==> src/rtl/reg_demux_1to4_pkg.sv <==
// Shared constants and types for the registered 1-to-4 demultiplexer.
package reg_demux_1to4_pkg;

    localparam int unsigned NUM_CH   = 4;
    localparam int unsigned SEL_W    = 2;
    localparam int unsigned DEF_SIZE = 32;

    typedef logic [SEL_W-1:0] ch_sel_t;

endpackage

==> src/rtl/reg_demux_1to4_slot.sv <==
// One output channel: a holding register plus its full flag.
module demux_slot
    import reg_demux_1to4_pkg::*;
#(
    parameter int unsigned size = DEF_SIZE
) (
    input  logic            clk_i,
    input  logic            rst_i,
    input  logic            load_i,
    input  logic [size-1:0] data_i,
    input  logic            ready_i,
    output logic [size-1:0] data_o,
    output logic            valid_o
);

    logic            full;
    logic [size-1:0] data;

    // Load takes priority over drain so a same-cycle refill keeps the slot full.
    always_ff @(posedge clk_i or negedge rst_i) begin
        if (!rst_i) begin
            full <= 1'b0;
            data <= '0;
        end else if (load_i) begin
            full <= 1'b1;
            data <= data_i;
        end else if (full && ready_i) begin
            full <= 1'b0;
        end
    end

    assign data_o  = data;
    assign valid_o = full;

endmodule

==> src/rtl/reg_demux_1to4.sv <==
// Registered 1-to-4 demultiplexer with per-channel valid/ready handshake.
module reg_demux_1to4
    import reg_demux_1to4_pkg::*;
#(
    parameter int unsigned size = DEF_SIZE
) (
    input  logic            clk_i,
    input  logic            rst_i,
    input  logic [size-1:0] data_i,
    input  logic [1:0]      sel_i,
    input  logic            valid_i,
    output logic            ready_o,
    output logic [size-1:0] data0_o,
    output logic [size-1:0] data1_o,
    output logic [size-1:0] data2_o,
    output logic [size-1:0] data3_o,
    output logic            valid0_o,
    output logic            valid1_o,
    output logic            valid2_o,
    output logic            valid3_o,
    input  logic            ready0_i,
    input  logic            ready1_i,
    input  logic            ready2_i,
    input  logic            ready3_i,
    output logic            busy_o
);

    logic [NUM_CH-1:0] full;
    logic [NUM_CH-1:0] rdy;
    logic [NUM_CH-1:0] load;
    logic [size-1:0]   data_q [NUM_CH];

    assign rdy = {ready3_i, ready2_i, ready1_i, ready0_i};

    // Selected channel can take a word if empty or draining this cycle.
    always_comb begin
        ready_o = !full[sel_i] || rdy[sel_i];
    end

    // Select decode; valid_i gates it so sel_i is ignored when idle.
    always_comb begin
        load = '0;
        for (int unsigned k = 0; k < NUM_CH; k++) begin
            if (valid_i && ready_o && (sel_i == ch_sel_t'(k))) begin
                load[k] = 1'b1;
            end
        end
    end

    for (genvar g = 0; g < NUM_CH; g++) begin : g_slot
        demux_slot #(
            .size (size)
        ) u_slot (
            .clk_i   (clk_i),
            .rst_i   (rst_i),
            .load_i  (load[g]),
            .data_i  (data_i),
            .ready_i (rdy[g]),
            .data_o  (data_q[g]),
            .valid_o (full[g])
        );
    end

    assign data0_o  = data_q[0];
    assign data1_o  = data_q[1];
    assign data2_o  = data_q[2];
    assign data3_o  = data_q[3];
    assign valid0_o = full[0];
    assign valid1_o = full[1];
    assign valid2_o = full[2];
    assign valid3_o = full[3];
    assign busy_o   = |full;

endmodule

==> config.mk <==
export PLATFORM = sky130hd
export DESIGN_NAME = reg_demux_1to4
export DESIGN_NICKNAME = d
export VERILOG_FILES = /design/src/rtl/reg_demux_1to4_pkg.sv /design/src/rtl/reg_demux_1to4_slot.sv /design/src/rtl/reg_demux_1to4.sv
export SDC_FILE = /design/constraint.sdc
export NUM_CORES = 1
export LEC_CHECK = 0
export ABC_CLOCK_PERIOD_IN_PS = 3400
export CAP_MARGIN = 20
export CORE_MARGIN = 2
export CORE_UTILIZATION = 29
export CTS_CLUSTER_DIAMETER = 120
export DETAILED_ROUTE_END_ITERATION = 8
export HOLD_SLACK_MARGIN = 0.06
export SLEW_MARGIN = 30
export SYNTH_ARGS = -nofsm -noshare
export SYNTH_HDL_FRONTEND = slang
export SYNTH_SLANG_ARGS = --single-unit
==> constraint.sdc <==
create_clock -name clk_i -period 3.4 [get_ports clk_i]
set_clock_uncertainty 0.1 [all_clocks]
set_input_delay 0.34 -clock clk_i [delete_from_list [all_inputs] [get_ports clk_i]]
set_output_delay 0.34 -clock clk_i [all_outputs]
set_load 0.05 [all_outputs]
---- Word-level counts from Yosys, hierarchy flattened ----
Cells that the tools add are included.
Widths: inputs -> output; s select.
storage, ports and cells
  register bits after elaboration ......... 132
  input bits .............................. 41
  output and inout port bits .............. 134
cells by class
  order comparisons ....................... 1
  equal/unequal tests ..................... 3
  multiplexer cells ....................... 16
  reduce and logical (&&, ||, !) cells .... 17
operators with widths
  kind                number
  $mux 1              14
  $logic_and 1x1->1   9
  $reduce_bool 2->1   4
  $bmux 1 s2          2
  $eq 2x2->1 const B  2
  $reduce_or 4->1     1
  $lt 2x3->1 const B  1
  $eq 2x1->1 const B  1
  $logic_not 2->1     1
  $logic_not 1->1     1
  $logic_or 1x1->1    1

---- Logic depth before layout (Yosys ltp) ----
  depth in word-level cells ............... 8
  depth in mapped cells ................... 5
  mapped depth without buffers ............ 3

---- Cells and area by module ----
Synthesis repeated with hierarchy kept, for this count alone.
second synthesis, totals
  cells, all modules ...................... 294
  area, all modules ....................... 5605.4 sq um
by module, submodules not included
  module          times used  cells each  area an instance (sq um)  sequential area each (sq um)
  demux_slot      4           71          1377.6                    825.8
  reg_demux_1to4  1           10          95.1                      0.0

---- Least setup slack after synthesis ----
Ideal clock, no wire load.
  kind .................................... register to output
  start point ............................. reg g_slot[0].u_slot.full
  end point ............................... out ready_o
  arrival time ............................ 1419 ps
  required time ........................... 2960 ps
  path slack .............................. 1541 ps
  stages on the path, launching flop included .. 3
  path buffers ............................ 0
  path through ............................ dfrtp_1 > nand2b_1 > mux4_2
between the ends
  cells in the longest elaborated chain, start to end .. 4
RTL lines
  what                          RTL line                   source
  start, declared               reg_demux_1to4_slot.sv:16  logic full;
  start signal, assigned        reg_demux_1to4_slot.sv:22  full <= 1'b0;
  start signal, assigned        reg_demux_1to4_slot.sv:25  full <= 1'b1;
  start signal, assigned        reg_demux_1to4_slot.sv:28  full <= 1'b0;
  $bmux 1 s2                    reg_demux_1to4.sv:37       ready_o = !full[sel_i] || rdy[sel_i];
  $mux 1 (implied by the code)  reg_demux_1to4.sv:37
  $logic_not 1->1               reg_demux_1to4.sv:37
  $logic_or 1x1->1              reg_demux_1to4.sv:37
  end, declared                 reg_demux_1to4.sv:12       output logic ready_o,
Every way passes these cells. The select of a mux whose other input is x is not followed.

---- Final worst setup path ----
  start point ............................. in sel_i[0]
  end point ............................... out ready_o
between the ends
  cells in the longest elaborated chain, start to end .. 4
  elaborated cells between the ends (all ways) .. 6
  classes of those cells .................. 4 x mux; 2 x reduce/logical
RTL lines
  what                          RTL line              source
  start, declared               reg_demux_1to4.sv:10  input logic [1:0] sel_i,
  $bmux 1 s2                    reg_demux_1to4.sv:37
  $mux 1 (implied by the code)  reg_demux_1to4.sv:37
  $logic_not 1->1               reg_demux_1to4.sv:37
  $logic_or 1x1->1 (*)          reg_demux_1to4.sv:37
Mark *: on every way between the ends. The rest lies on a longest branch, timed or not. The select of a mux whose other input is x is not followed.

==> metrics.md <==
| Metric | Value |
|---|---|
| Post-route setup slack | 0.701 ns |
| Grt total ovfl | 0 |
| H-Tree Depth | 4 |
| Synth top area cells | dfrtp_1 (66%), mux2_2 (28%), mux2_1 (1.1%) |
| Initial antenna violation count | 0 |
| CTS sink cnt | 132 |
| Cell area after synthesis | 4980 µm² |
| Clock tree buffer depth | 2 |
| Max Slew Vio Count | 0 |
| First-pass GRT wire length | 19.7 mm |
| DR iter-0 viols | 37 |
| Syn-to-layout area delta | 52.3% |
| HPWL after DPL | 8.43 mm |
| R2R cell count | 4 |
| Worst hold path type | in2async |
| Slew Limit Headroom | 58.4% |
| Critical path arrival | 2.26 ns |
| Num ports | 175 |
| Layout Utilization | 45.4% |
| Crit end category | primary output |
| GRT Resource Usage Total | 14.3% |
| Fin cells | 711 |
| DP Cell Count | 678 |
| Synth warnings | 0 |
| CTS tree | done |
| Syn_nets | 333 |
| Most common cell in the netlist | dfrtp_1 |
| Peak Freq | 0.371 GHz |
| Pleak | 3.14 nW |
| Final Cell Area | 7580 µm² |
| RSZ-0062 raised after global routing | false |
| Pin count of the biggest net entering global routing | 68 |
| Worst Path Required | 2.96 ns |
| Clk pin slew, worst setup/hold paths | 0.06 ns |
| Number of max-cap violations | 0 |
| Reg2reg setup slack | 1.45 ns |
| Cts bufs inserted | 17 |
| CTS root buffer | clkbuf_16 |
| Async S/R FF share, synth | 100% |
| Layout cell share with drive strength beyond 1 | 34.0% |
| DIE WIDTH | 135 µm |
| Die H | 135 µm |
| Routed via count | 3156 |
| Initial Util | 29.8% |
| Syn Inst Count | 292 |
| Wirelength per Cell | 17.3 µm |
| Average size of a mapped cell | 17.0 µm² |
| Final wirelength | 12.3 mm |
| Post-synth EDFFs | 0 |
| Diodes inserted | 0 |
| Cell Rows | 47 |
| Register area | 3300 µm² |
| Post-route ant nets | 0 |
| Die area | 18200 µm² |
| Crit share post-route | 79.4% |
| Worst-Skew Late Latency | 0.41 ns |
| Port bufs | 174 |
| Multi-input gate area | 1580 µm² |
| Setup Viol. Count Final | 0 |
| Setup Buffers After CTS | 0 |
| Slew @ Worst Pin | 0.624 ns |
| Placed Instance Area | 7000 µm² |
| Distinct cells, synth | 16 |
| Reg2reg end | g_slot[1].u_slot.data_o[16]$_DFFE_PN0P_ |
| Commonest cells in the netlist | dfrtp_1 (132), mux2_2 (123), buf_4 (7) |
| Final Net Count | 519 |
| Type of origin of the critical path | input pin |
| Critical path class | in2out |
| CP max FO | 7 |
| Power Density | 813 nW/µm² |
| Final Hold Fails | 0 |
| Post-synth top flop | dfrtp_1 |
| Setup TNS | 0 ns |
| Vias in the first global route | 3531 |
| # resized after CTS | 0 |
| WHS | 0.390 ns |
| Synth top area share | 66.4% |
| Max VDD drop | 0.000347 V |
| Status | complete, no violations |
| Worst reg2reg startpoint | g_slot[1].u_slot.valid_o$_DFFE_PN0P_ |
| GPL Wtd Cong | 0.690 |
| Tot Pwr | 6.16 mW |
| Vias per Instance | 4.44 |
| Fillcell total | 1536 |
| Sequential area share after synthesis | 66.4% |
| Min cycle time layout | 2.70 ns |
| Worst Setup Slack post-DPL | 0.700 ns |
| Drt first pass iters | 4 |
| Core area | 16700 µm² |
| DRC viols | 0 |
| Yosys top cell by area | dfrtp_1 |
| #FFs+latches synth | 132 |
[critical path: stages]
cell and delay, ns:
clkdlybuf4s50_1 0.63, mux4_2 0.56, clkdlybuf4s50_1 0.72
[cell usage in the layout, fill, tap and decap left out, types with 2 or more instances in the layout]
master           count
clkdlybuf4s50_1    173
dfrtp_1            132
mux2_2             123
clkbuf_16           17
mux2_1               5
nand2_1              5
clkinv_2             5
nand2b_1             4
buf_12               4
clkbuf_8             3
clkinvlp_4           3
inv_6                2
buf_4                2
[cells by family (layout without fill, tap and decap cells)]
group	Yosys count	after routing	synth area share, %
buffers and inverters	14	213	2.14
multiplexers	129	129	29.4
flip-flops	132	132	66.4
AND/OR/NAND/NOR	16	16	1.99
AO/OA/AOI/OAI	1	1	0.100
[how the worst max path moves through the flow]
stage / start / end / slack (ns) / depth (start not counted)
after CTS: sel_i[0] / ready_o / 0.69 / 3
after global placement: sel_i[0] / ready_o / 0.74 / 3
final: sel_i[0] / ready_o / 0.70 / 3
after global routing: sel_i[0] / ready_o / 0.63 / 3
after detailed placement: sel_i[0] / ready_o / 0.70 / 3
after floorplan: g_slot[0].u_slot.valid_o$_DFFE_PN0P_ / ready_o / 1.54 / 2
[routing by layer]
layer	vias up	wire length (µm)	track usage, %
met5	-	0	0
met1	1600	5170	17.8
met4	0	193	5.38
li1	1407	-	-
met3	18	1250	6.64
met2	131	5670	21.8
[state kept, by name, summed over array words and instances, names as in the netlist]
register               cells
g_slot.u_slot.data_o     128
g_slot.u_slot.valid_o      4
[power breakdown]
part	switching, mW	internal (mW)	leakage, nW	total (mW)
combinational	1.51	0.839	1.29	2.35
clock	0.670	1.06	0.278	1.73
sequential	0.175	1.90	1.57	2.07
[area by class of cell]
| cell class | instances | area share [%] |
|---|---|---|
| clock inverter | 12 | 1.37 |
| tap | 220 | 3.63 |
| multi-input combinational | 146 | 20.9 |
| sequential | 132 | 43.6 |
| clock buffer | 20 | 6.16 |
| timing repair buffer | 181 | 24.4 |
[repair_timing]
action,in CTS,in global routing
hold endpoints to repair,66,0
hold buffers,1,0
endpoints found under the setup margin,0,0
Power figures use the tool's default switching activity.
